`src/rtl/instr_fetch.sv`:
```
// Instruction fetch initiator: owns the PC and drives the registered
// instruction memory port. It pairs each returned word with its address and
// presents the pair to decode over valid/ready. A redirect squashes the word
// currently presented. A misaligned redirect target parks the block in a
// sticky fault state that only reset can clear.
//
//   state | meaning
//   ------+-----------------------------------------------------------------
//   BOOT  | first cycle after reset; memory is capturing resetVector
//   RUN   | streaming; pc_q is the address whose word is on imem_instr now
//   FAULT | misaligned redirect seen; pc_q holds the faulting target
module instr_fetch #(
   parameter int                  addrWidth   = 32,
   parameter int                  instrWidth  = 32,
   parameter logic [addrWidth-1:0] resetVector = 32'h8000_0000
) (
   input  logic                  clock,
   input  logic                  resetn,
   output logic [addrWidth-1:0]  imem_addr,
   input  logic [instrWidth-1:0] imem_instr,
   input  logic                  redirect_valid,
   input  logic [addrWidth-1:0]  redirect_pc,
   output logic                  out_valid,
   input  logic                  out_ready,
   output logic [addrWidth-1:0]  out_pc,
   output logic [instrWidth-1:0] out_instr,
   output logic                  out_fault
);

   typedef enum logic [1:0] {
      BOOT  = 2'd0,
      RUN   = 2'd1,
      FAULT = 2'd2
   } state_t;

   state_t               state;
   logic [addrWidth-1:0] pc_q;
   logic                 vld_q;
   logic                 fire;
   logic                 misaligned;

   assign misaligned = (redirect_pc[1:0] != 2'b00);

   // Output and next-address selection. While decode stalls, the current
   // address is re-read so the presented word stays stable.
   always_comb begin
      out_valid = 1'b0;
      out_fault = 1'b0;
      out_pc    = pc_q;
      out_instr = imem_instr;
      imem_addr = pc_q;
      fire      = 1'b0;
      case (state)
         RUN: begin
            out_valid = vld_q & ~redirect_valid;
            fire      = out_valid & out_ready;
            if (redirect_valid)
               imem_addr = redirect_pc;
            else if (fire)
               imem_addr = pc_q + addrWidth'(4);
            else
               imem_addr = pc_q;
         end
         FAULT: begin
            out_fault = 1'b1;
         end
         default: begin
            imem_addr = pc_q;
         end
      endcase
   end

   // State, PC and valid tracking. pc_q follows whatever address the memory
   // captured at this edge.
   always_ff @(posedge clock or negedge resetn) begin
      if (!resetn) begin
         state <= BOOT;
         pc_q  <= resetVector;
         vld_q <= 1'b0;
      end else begin
         case (state)
            BOOT: begin
               state <= RUN;
               vld_q <= 1'b1;
            end
            RUN: begin
               pc_q  <= imem_addr;
               vld_q <= 1'b1;
               if (redirect_valid && misaligned) begin
                  state <= FAULT;
                  vld_q <= 1'b0;
               end
            end
            FAULT: begin
               state <= FAULT;
            end
            default: begin
               state <= BOOT;
               vld_q <= 1'b0;
            end
         endcase
      end
   end

endmodule

```
`config.mk`:
```
export PLATFORM = sky130hd
export DESIGN_NAME = instr_fetch
export DESIGN_NICKNAME = d
export VERILOG_FILES = /design/src/rtl/instr_fetch.sv
export SDC_FILE = /design/constraint.sdc
export NUM_CORES = 1
export LEC_CHECK = 0
export BUFFER_PORTS_ARGS = -buffer_cell sky130_fd_sc_hd__buf_2
export CAP_MARGIN = 20
export CORE_MARGIN = 3
export CORE_UTILIZATION = 28
export CTS_BUF_LIST = sky130_fd_sc_hd__clkbuf_4
export DETAILED_ROUTE_END_ITERATION = 6
export HOLD_SLACK_MARGIN = 0.06
export PLACE_DENSITY = 0.59
export SLEW_MARGIN = 20
export SYNTH_ARGS = -nofsm -noshare
export SYNTH_HDL_FRONTEND = slang
export SYNTH_SLANG_ARGS = --single-unit
```
`constraint.sdc`:
```
create_clock -name clock -period 3.1 [get_ports clock]
set_input_delay 0.31 -clock clock [delete_from_list [all_inputs] [get_ports clock]]
set_output_delay 0.31 -clock clock [all_outputs]
set_load 0.03 [all_outputs]
```
==> impl_metrics.tcl, run 1 <==
set metrics [dict create \
    synth_nets 383 \
    met2_usage_pct 23.4 \
    critPathArrivalTime_ns 2.53 \
    yosysUniqueCellTypes 44 \
    synth.most_common_cell "a21oi_1" \
    ir_drop_mv 0.448 \
    antenna_cells 0 \
    place.port_buffers 101 \
    root_buffer "clkbuf_4" \
    start_util_pct 29.4 \
    synth_area_mm2 0.00262 \
    cts_buffer_depth 2 \
    powerDensity_mw_per_mm2 1040 \
    clkTransAtPathRegs_ns 0.12 \
    viasPerCell 5.44 \
    leakagePower_uw 0.00145 \
    drv_cap 0 \
    rr_worst_depth 6 \
    cp-start-kind "register" \
    yosys-top-cells-area "dfrtp_1, buf_4, a21oi_1, o22ai_1, nand2_1" \
    clock-sinks 35 \
    path_common_cell "nor2_1" \
    combinationalPowerShare_pct 63.2 \
    p_seq_share_pct 28.4 \
    crit_buf_inv 1 \
    cp.required_ns 2.79 \
    die_area_mm2 0.0105 \
    grt_pass1_vias 2406 \
    cts_setup_buffers 0 \
    drive_gt1_share_pct 35.2 \
    r2r_setup_slack_ns 1.02 \
    setup_tns_ns 0 \
    drtAntennaViolNets 0 \
    crit-reg2reg-capture "out_pc[18]" \
    die_h_um 103 \
    r2r-start "out_pc[2]" \
    ys_seq_area_share_pct 33.5 \
    netSwitchingFraction_pct 57.2 \
    slowest_stage "or4_1" \
    grt_pass1_wl_um 12200 \
    hold_path.class "in2async" \
    drtIter0Drc 120 \
    worst_pin_slew_ns 0.841 \
    synth_edf_count 0 \
    clkPwrFrac_pct 8.4 \
    clock.fmax_mhz 352 \
    path_delay_family "simple AND/OR/NAND/NOR gates" \
    gp_congestion 0.787 \
    met3_usage_pct 3.72 \
    path_max_fanout 7 \
    dp_hpwl_um 5870 \
    syn_avg_cell_area_um2 8.42 \
    io_pins 166 \
    finalSetupViolations 0 \
    grt_max_degree 52 \
    cts_tree "built" \
    synth-seq-cells 35 \
    post-route-min-period_ns 2.84 \
    critPathCaptureType "output port" \
    wl_per_cell_um 16.3 \
    synth_top_area_share_pct 32.5 \
    synthCells 311 \
    yosys.area.top_type "dfrtp_1" \
    fp-row-count 34 \
    cpPeakStageDelay_ns 0.62 \
    hold-worst-slack_ns 0.0685 \
    outcome "completed" \
    drc 0 \
    gr-total-overflow 0 \
    finalHoldViolCount 0 \
    globalRoute.busiestLayer "met2" \
    fin_crit_sh_pct 91.7 \
    routed_wl_um 7850 \
    rsz0062_at_grt "no" \
    nNetsFinal 446 \
    intPower_uw 1350 \
    vias 2626 \
    dr.pass1.iters 4 \
    synthTopCellsByCount "a21oi_1, buf_4, dfrtp_1" \
    numCtsBuffers 5 \
    maxSlewHeadroom_pct 44.0 \
    async_flop_share_pct 100 \
    crit_type "reg2out" \
    drv_slew 0 \
    grt_usage_pct 14.6 \
    skew_ns 0.0117 \
    fp.dieW_um 103 \
    antenna_found_initial 0 \
    syn_to_final_growth_pct 16.2 \
    cts_max_level 2 \
    yosysWarnings 0 \
    core_area_mm2 0.00889 \
    ys.flop_type "dfrtp_1" \
    clock_latency_ns 0.34 \
    path_cells "ha_1 -> nand3_1 -> or4_1 -> nor2_1 -> a211oi_1 -> nor2_1 -> buf_2" \
    gr-usage-met1_pct 18.9 \
    power.switching_uw 1800 \
]
-- routing by layer --
metal  part of all wire, %  vias to the layer above
met2                    47                       81
met4                   1.5                        0
met1                    46                     1262
met3                   6.3                       14
li1                      -                     1269
met5                     0                        -
-- state kept, by name, indices dropped and copies added, names as in the netlist --
signal  count
out_pc     32
vld_q       1
state       2
-- what timing repair did --
action | 4_1_cts | 5_1_grt
setup endpoints to repair | 0 | 5
gates resized for setup | 0 | 2
hold buffers | 0 | 0
-- area by class of cell --
type,count,area (um2)
fill,965,5850
sequential,35,877
inverter,5,18.8
clock buffer,7,52.6
tap,108,135
timing repair buffer,108,558
clock inverter,1,5.00
multi-input combinational,219,1400
-- power by group through the flow --
stage / registers (uW) / logic (uW) / clock network (uW)
finish: 895 / 1990 / 265
global route: 934 / 2170 / 305
CTS: 892 / 2010 / 280
detailed placement: 902 / 2010 / 0
global placement: 885 / 1990 / 0
floorplan: 1140 / 1260 / 0
-- metrics by stage --
step / total power (uW) / instance area, um2 / util [%] / cells / setup WS, ns
2_1_floorplan: 2400 / 2620 / - / 311 / 0.206
3_3_place_gp: 2880 / 2980 / 33.5 / 475 / 0.546
3_5_place_dp: 2910 / 2980 / 33.5 / 475 / 0.453
4_1_cts: 3190 / 3040 / 34.2 / 483 / 0.0637
5_1_grt: 3410 / 3040 / 34.2 / 483 / 0.0262
6_report: 3150 / 3040 / 34.2 / 483 / 0.258
-- worst max path at each step --
stage                    from             to  slack (ns)  cells past startpoint
global placement    out_pc[2]  imem_addr[26]        0.55                      7
CTS                 out_pc[2]  imem_addr[24]        0.06                      7
floorplan           out_pc[2]  imem_addr[22]        0.21                      7
detailed placement  out_pc[2]  imem_addr[24]        0.45                      7
finish              out_pc[2]  imem_addr[18]        0.26                      7
global route        out_pc[2]  imem_addr[18]        0.03                      7
-- kinds of logic after synthesis --
logic type / count (synthesis) / synth area share [%]
AOI/OAI and AO/OA: 110 / 26.2
adders and majority gates: 4 / 1.91
buffers and inverters: 57 / 13.5
DFF: 35 / 33.5
muxes: 11 / 4.40
and+or+nand+nor: 94 / 20.5
-- layout by cell type, fill, tap and decap left out, types with 2 or more instances in the layout --
| cell | Yosys | layout |
|---|---|---|
| nor3b_1 | 2 | 2 |
| mux2i_1 | 7 | 7 |
| mux2_2 | 4 | 4 |
| a41o_1 | 3 | 3 |
| nor4_4 | 2 | 2 |
| nand4_1 | 5 | 5 |
| buf_2 | 3 | 101 |
| o22ai_1 | 26 | 26 |
| ha_1 | 4 | 3 |
| dfrtp_1 | 34 | 34 |
| inv_1 | 5 | 5 |
| a311oi_1 | 8 | 8 |
| a21oi_1 | 45 | 45 |
| buf_4 | 34 | 7 |
| a41oi_1 | 2 | 2 |
| and3_1 | 10 | 9 |
| and2_1 | 3 | 3 |
| o211ai_1 | 2 | 2 |
| o21ai_0 | 13 | 13 |
| a211oi_1 | 3 | 3 |
| nor2_1 | 18 | 18 |
| a21o_1 | 2 | 2 |
| nand3_1 | 14 | 14 |
| a22o_1 | 2 | 2 |
| clkbuf_4 | 0 | 7 |
| nand2_1 | 21 | 21 |
| nor3_1 | 9 | 9 |
(Power assumes the default switching activity.)
==> run 2, diff against run 1 <==
--- a/config.mk
+++ b/config.mk
@@ -9,7 +9,6 @@
 export CAP_MARGIN = 20
 export CORE_MARGIN = 3
 export CORE_UTILIZATION = 28
-export CTS_BUF_LIST = sky130_fd_sc_hd__clkbuf_4
 export DETAILED_ROUTE_END_ITERATION = 6
 export HOLD_SLACK_MARGIN = 0.06
 export PLACE_DENSITY = 0.59
==> run 2 against run 1 <==
Worst setup slack better by 0.027 ns. First-iteration DRC count is 13% lower. Combinational power hardly changed. Final cell count stayed put. Highest routed layer unchanged. Clock skew is 0.0054 ns lower. Largest cell class unchanged. Largest power group unchanged. Global-route usage is 0.14 points higher. Count of clock-buffer cells in the layout stayed put. Die area stayed put. Hold slack better by 0.057 ns.
==> impl_metrics.tcl, run 2 (synthesis gave the netlist of run 1 again) <==
set metrics [dict create \
    gp_congestion 0.787 \
    intPower_uw 1400 \
    critPathArrivalTime_ns 2.51 \
    routed_wl_um 7830 \
    grt_usage_pct 14.7 \
    drv_cap 0 \
    cp-startpoint "out_pc[2]" \
    worst_pin_slew_ns 0.840 \
    cts_buffer_depth 2 \
    fp.dieW_um 103 \
    leakagePower_uw 0.00146 \
    setup_tns_ns 0 \
    fin_crit_sh_pct 90.8 \
    final_cell_area_mm2 0.00306 \
    drc 0 \
    antenna_cells 0 \
    outcome "completed" \
    start_util_pct 29.4 \
    hold_buffers 0 \
    dr.pass1.iters 4 \
    fp-row-count 34 \
    finalNonFillerCells 483 \
    drtIter0Drc 104 \
    critPathCaptureType "output port" \
    hold-worst-slack_ns 0.126 \
    place_area_mm2 0.00298 \
    clkTransAtPathRegs_ns 0.07 \
    crit_buf_inv 1 \
    post-route-min-period_ns 2.82 \
    cts_max_level 2 \
    crit_cells 7 \
    wl_per_cell_um 16.2 \
    core_area_mm2 0.00889 \
    cts_resized 0 \
    drive_gt1_share_pct 34.7 \
    die_area_mm2 0.0105 \
    numCtsBuffers 5 \
    post-route-util_pct 34.4 \
    final_cell_mix "buf_2, a21oi_1, dfrtp_1" \
    netSwitchingFraction_pct 56.4 \
    clock-sinks 35 \
    rsz0062_at_grt "no" \
    cts_setup_buffers 0 \
    viasPerCell 5.39 \
    slowest_stage "dfrtp_1" \
    grt_pass1_vias 2399 \
    vias 2604 \
    multi_input_comb_area_mm2 0.00139 \
    hold_path.class "in2async" \
    regArea_um2 877 \
    p_seq_share_pct 27.9 \
    largest_reg_flops 32 \
    clock.fmax_mhz 355 \
    skew_ns 0.00626 \
    path_delay_family "simple AND/OR/NAND/NOR gates" \
    rr_worst_depth 6 \
    layout_commonest_cell "buf_2" \
    clkPwrFrac_pct 10.1 \
    grt_max_degree 52 \
    cp.required_ns 2.79 \
    gr-total-overflow 0 \
    syn_to_final_growth_pct 17.0 \
    numPlacedInstances 475 \
    cpPeakStageDelay_ns 0.46 \
    io_pins 166 \
    dp_hpwl_um 5870 \
    root_buffer "clkbuf_8" \
    powerDensity_mw_per_mm2 1050 \
    clock_latency_ns 0.29 \
    r2r-start "out_pc[2]" \
    place.port_buffers 101 \
    combinationalPowerShare_pct 62.0 \
    crit_type "reg2out" \
    path_max_fanout 12 \
    drv_slew 0 \
    finalSetupViolations 0 \
    cp-start-kind "register" \
    drtAntennaViolNets 0 \
    ir_drop_mv 0.454 \
    path_cells "ha_1 -> nand3_1 -> nor4_4 -> and3_2 -> a311oi_1 -> a311oi_1 -> buf_2" \
    cts_tree "built" \
    power.switching_uw 1810 \
    n_fill_cell 964 \
    antenna_found_initial 0 \
    path_common_cell "a311oi_1" \
    die_h_um 103 \
    nNetsFinal 446 \
    finalHoldViolCount 0 \
    maxSlewHeadroom_pct 44.0 \
    grt_pass1_wl_um 12300 \
]
run 2: cell count changes in the layout (fill, tap and decap cells not counted):
cell      delta
clkbuf_1     +2
and3_2       +1
clkbuf_4     -7
clkbuf_8     +5
and3_4       -1
run 2: power groups by stage:
stage          registers [uW]  logic [uW]  clock network, uW
2_1_floorplan            1140        1260                  0
3_3_place_gp              885        1990                  0
3_5_place_dp              902        2010                  0
4_1_cts                   893        2020                342
5_1_grt                   937        2170                368
6_report                  896        1990                325
run 2: through the flow:
step,setup WS [ns],total power (uW)
after floorplan,0.206,2400
after global placement,0.546,2880
after detailed placement,0.453,2910
after CTS,0.136,3250
after global routing,0.0592,3480
final,0.285,3220
run 2: final timing paths:
| path | slack, ns | endpoint |
|---|---|---|
| setup / recovery | 0.28 | imem_addr[24] |
| hold / removal | 0.13 | out_pc[10] |
| setup reg to reg | 0.98 | out_pc[26] |
| hold reg to reg | 0.53 | out_pc[1] |
| max in group asynchronous | 2.46 | out_pc[29] |
| min in group clock | 0.28 | out_pc[1] |
run 2: routing by layer:
metal	GRT usage, %	vias up	routed length (um)
met3	4.53	19	556
met2	23.3	78	3570
met5	0	-	0
met4	4.44	0	142
met1	19.2	1242	3560
li1	-	1265	-
run 2: area by class of cell:
class,instances,share of cell area (%)
sequential,35,28.6
inverter,5,0.613
timing repair buffer,108,18.2
tap,108,4.41
clock inverter,1,0.163
clock buffer,7,2.49
multi-input combinational,219,45.4
